File: src/rtl/binary_to_bcd_serial.sv
// Serial shift-and-add-3 (double-dabble) binary to packed BCD converter, one bit per clock.
// Optional build macro BCD_LEADING_BLANK_EN: blank leading zero digits as 4'hF on result load.
module binary_to_bcd_serial #(
    parameter int unsigned WIDTH_IN = 8,
    parameter int unsigned DIGITS   = 3
) (
    input  logic                  clock,
    input  logic                  reset,
    input  logic                  start,
    input  logic [WIDTH_IN-1:0]   hexadecimal,
    output logic [4*DIGITS-1:0]   decimal,
    output logic                  busy,
    output logic                  done
);

    localparam int unsigned BCD_W = 4 * DIGITS;
    localparam int unsigned CAT_W = BCD_W + WIDTH_IN;
    localparam int unsigned CNT_W = $clog2(WIDTH_IN + 1);

    // Every input value must fit in the configured number of decimal digits.
    if ((64'(10) ** DIGITS) <= (64'(1) << WIDTH_IN)) begin : g_param_check
        $error("binary_to_bcd_serial: DIGITS too small for WIDTH_IN");
    end

    typedef enum logic [1:0] {
        S_IDLE  = 2'd0,
        S_SHIFT = 2'd1,
        S_DONE  = 2'd2
    } state_t;

    state_t              state;
    state_t              state_n;
    logic [WIDTH_IN-1:0] shift_reg;
    logic [WIDTH_IN-1:0] shift_n;
    logic [BCD_W-1:0]    scratch;
    logic [BCD_W-1:0]    scratch_n;
    logic [BCD_W-1:0]    adj;
    logic [CAT_W-1:0]    cat_sh;
    logic [CNT_W-1:0]    count;
    logic [CNT_W-1:0]    count_n;
    logic [BCD_W-1:0]    decimal_n;
    logic                busy_n;
    logic                done_n;

    // Per-digit +3 correction for digits >= 5; no carry between digits.
    function automatic logic [BCD_W-1:0] add3(input logic [BCD_W-1:0] s);
        logic [BCD_W-1:0] r;
        r = s;
        for (int i = 0; i < int'(DIGITS); i++) begin
            if (s[4*i +: 4] >= 4'd5) begin
                r[4*i +: 4] = s[4*i +: 4] + 4'd3;
            end
        end
        return r;
    endfunction

    // Final result formatting applied on the DONE load.
    function automatic logic [BCD_W-1:0] format_result(input logic [BCD_W-1:0] s);
`ifdef BCD_LEADING_BLANK_EN
        logic [BCD_W-1:0] r;
        logic             scanning;
        r        = s;
        scanning = 1'b1;
        for (int i = int'(DIGITS) - 1; i >= 1; i--) begin
            if (scanning && (s[4*i +: 4] == 4'd0)) begin
                r[4*i +: 4] = 4'hF;
            end else begin
                scanning = 1'b0;
            end
        end
        return r;
`else
        return s;
`endif
    endfunction

    // State register.
    always_ff @(posedge clock) begin
        if (reset) begin
            state <= S_IDLE;
        end else begin
            state <= state_n;
        end
    end

    // Next-state, datapath and output decode.
    always_comb begin
        state_n   = state;
        shift_n   = shift_reg;
        scratch_n = scratch;
        count_n   = count;
        decimal_n = decimal;
        done_n    = 1'b0;
        busy_n    = (state != S_IDLE);
        adj       = add3(scratch);
        cat_sh    = {adj, shift_reg} << 1;

        case (state)
            S_IDLE: begin
                if (start) begin
                    shift_n   = hexadecimal;
                    scratch_n = '0;
                    count_n   = CNT_W'(WIDTH_IN);
                    state_n   = S_SHIFT;
                end
            end
            S_SHIFT: begin
                {scratch_n, shift_n} = cat_sh;
                count_n              = count - CNT_W'(1);
                if (count == CNT_W'(1)) begin
                    state_n = S_DONE;
                end
            end
            S_DONE: begin
                decimal_n = format_result(scratch);
                done_n    = 1'b1;
                state_n   = S_IDLE;
            end
            default: begin
                state_n = S_IDLE;
            end
        endcase
    end

    // Datapath and registered outputs; reset discards any conversion in flight.
    always_ff @(posedge clock) begin
        if (reset) begin
            shift_reg <= '0;
            scratch   <= '0;
            count     <= '0;
            decimal   <= '0;
            busy      <= 1'b0;
            done      <= 1'b0;
        end else begin
            shift_reg <= shift_n;
            scratch   <= scratch_n;
            count     <= count_n;
            decimal   <= decimal_n;
            busy      <= busy_n;
            done      <= done_n;
        end
    end

endmodule

File: config.mk
export PLATFORM = sky130hd
export DESIGN_NAME = binary_to_bcd_serial
export DESIGN_NICKNAME = d
export VERILOG_FILES = /design/src/rtl/binary_to_bcd_serial.sv
export SDC_FILE = /design/constraint.sdc
export NUM_CORES = 1
export LEC_CHECK = 0
export BUFFER_PORTS_ARGS = -buffer_cell sky130_fd_sc_hd__buf_2
export CORE_MARGIN = 2
export CORE_UTILIZATION = 55
export DETAILED_ROUTE_END_ITERATION = 8
export PLACE_DENSITY = 0.77
export SLEW_MARGIN = 20
export SYNTH_ARGS = -nofsm -noshare
export SYNTH_HDL_FRONTEND = slang
export SYNTH_SLANG_ARGS = --single-unit
export TNS_END_PERCENT = 30
File: constraint.sdc
create_clock -name clock -period 3.6 [get_ports clock]
set_input_delay 0.72 -clock clock [delete_from_list [all_inputs] [get_ports clock]]
set_output_delay 0.72 -clock clock [all_outputs]
set_load 0.05 [all_outputs]
==> impl_metrics.yaml <==
layout:
  area_growth_pct: 9.31
  final_cell_area_mm2: 0.00204
  fin_cells: 285
  layout-drive-gt1-share_pct: 17.6
  nets: 257
  antenna_cells: 0
power:
  ir_worst_vdd_mv: 0.258
  fin_total_pwr_mw: 0.847
  powerDensity_mw_per_mm2: 415
  leakagePower_nw: 0.838
grt:
  first_global_vias: 1390
  grt_pass1_wl_um: 6070
  use_met1_pct: 23.5
  antenna_found_initial: 0
  grt_start_max_net_pins: 34
  grt_use_met2_pct: 32.6
  grtUsageMet3_pct: 5.43
  grt_usage_pct: 19.5
  top_usage_layer: "met2"
  grt.overflow.total: 0
floorplanning:
  die-height_um: 62.3
  core_mm2: 0.00331
  num_rows: 21
  dieArea_mm2: 0.00388
  die_x_um: 62.3
  pin_count: 25
  initial_core_util_pct: 56.4
synthesis:
  synth-seq-cells: 40
  synth-edff-count: 0
  synth-async-reset-ratio_pct: 0
  yosys_warnings: 0
  avgSynthCellArea_um2: 8.45
  synth_top_cell_area_share_pct: 42.9
  ys_seq_area_share_pct: 42.9
  yosys_most_used_dff: "dfxtp_1"
  synth_top_area_cell: "dfxtp_1"
  ys_types: 30
  synth_common_cells: "dfxtp_1, a21oi_1, nor2_1, nand2_1, inv_1"
  syn_nets: 240
  syn-cell-area_mm2: 0.00187
  synth.most_common_cell: "dfxtp_1"
  synthCells: 221
  synthTopCellsByArea: "dfxtp_1, a21oi_1, nor2_1, ha_1, nand2_1"
drt:
  totalWireLength_um: 3310
  drtIter0Drc: 86
  route.vias.total: 1461
  post-route-drc-count: 0
  post_drt_wl_per_cell_um: 11.6
  vias_per_cell: 5.13
  postRouteAntennaNets: 0
  firstDrtPassIters: 4
worst_setup_path:
  cpMaxStageDelayCell: "dfxtp_1"
  crit_required_ns: 3.91
  critPathCaptureType: "flop"
  worstSetupStartpoint: "state[1]"
  critPathMaxFanout: 24
  crit_chain: "o21bai_4, nor2b_1, a22o_1"
  r2r_start: "state[1]"
  critPathKind: "reg2reg"
  cp.arrival_ns: 2.22
  cpPeakStageDelay_ns: 0.83
  critPathLaunchType: "flop"
  ff2ff_path_depth: 3
hold_path:
  hp-start: "decimal[5]"
  hold_depth: 2
  worstHoldPathType: "reg2reg"
sta:
  slew_violations: 0
  clock.fmax_ghz: 0.523
  min_period_over_period_pct: 53.1
  maxSlewHeadroom_pct: 48.8
  setup_viol: 0
  fin_crit_ns: 1.91
  hold_viol_final: 0
  fin_tns_setup_ns: 0
  clock_skew_ns: 0.0105
  rsz0062_at_grt: "no"
  tightest_slew_ns: 0.767
clocking:
  post-cts-setup-buffers: 0
  insertion_delay_ns: 0.35
  cts_buffers: 5
  clk_pin_slew_ns: 0.12
  cts_resized: 0
  cts_tree: "built"
  cts_sinks: 40
  clock-root-buffer: "clkbuf_4"
  htree_levels: 2
  postCtsHoldBufs: 0
  clk_path_buf_depth: 2
run_status:
  status: "complete, no violations"
flow_run:
  maxCapViolCount: 0
place:
  place_hpwl_um: 2250
  place_inst: 277
  finalWeightedCongestion: 0.798
  place_area_mm2: 0.00197
  port_buffers: 24
[where the power goes]
| part | switching (mW) | total, mW | internal, mW |
|---|---|---|---|
| clock network | 0.143 | 0.289 | 0.146 |
| registers | 0.0169 | 0.475 | 0.458 |
| logic | 0.0478 | 0.0827 | 0.0349 |
[cell families after synthesis]
kind of cell / share of synthesized area, %
and+or+nand+nor: 18.6
DFF: 42.9
xor gates and xnor gates: 2.34
adders and majority gates: 5.36
AOI/OAI and AO/OA: 21.8
buffers and inverters: 6.90
muxes: 2.21
[placed cells by master, fill, tap and decap left out, drive strengths merged, types with 2 or more instances in the layout]
master   Yosys  layout
clkbuf       3       6
nor2b        6       6
nand2b       6       6
o21ai        6       6
xnor2        3       3
nand3b       2       2
dfxtp       40      40
xor2         2       2
o221a        4       4
a22o         8       8
a2111oi      3       3
buf         11      24
a22oi        2       2
ha           8       8
nand3        3       3
mux2i        3       3
inv         13      13
nor3         4       4
nand2       24      24
a21oi       33      33
nor2        32      32
[cell type report]
| type | instances | area [um^2] |
|---|---|---|
| Multi-Input combinational cell | 154 | 938 |
| Tap cell | 46 | 57.6 |
| Clock buffer | 6 | 41.3 |
| Fill cell | 322 | 1270 |
| Inverter | 13 | 48.8 |
| Timing Repair Buffer | 24 | 120 |
| Clock inverter | 2 | 35.0 |
| Sequential cell | 40 | 801 |
[routing by layer]
layer / routed length, um / up-vias
li1: - / 780
met4: 57 / 0
met5: 0 / -
met1: 1640 / 656
met3: 113 / 6
met2: 1510 / 19
[final timing paths]
check | slack [ns] | to
worst max-delay path | 1.69 | scratch[10]
worst min-delay path | 0.46 | decimal[5]
worst max register to register | 1.69 | scratch[10]
worst min register to register | 0.46 | decimal[5]
[worst max-delay path: cells and delay by family, from the launching register on]
family           cells  cell delay (ns)
flip-flops           1             0.83
AND/OR/NAND/NOR      1             0.49
AO/OA/AOI/OAI        2             0.55
[per-stage QoR]
stage                     hold slack, ns  worst slack, ns  util, %
after global placement             0.442             1.66     59.4
after floorplan                    0.441             2.02        -
after global routing               0.473             1.49     61.7
after detailed placement           0.444             1.65     59.4
final                              0.459             1.69     61.7
after CTS                          0.461             1.73     61.7
Power figures use the tool's default switching activity.
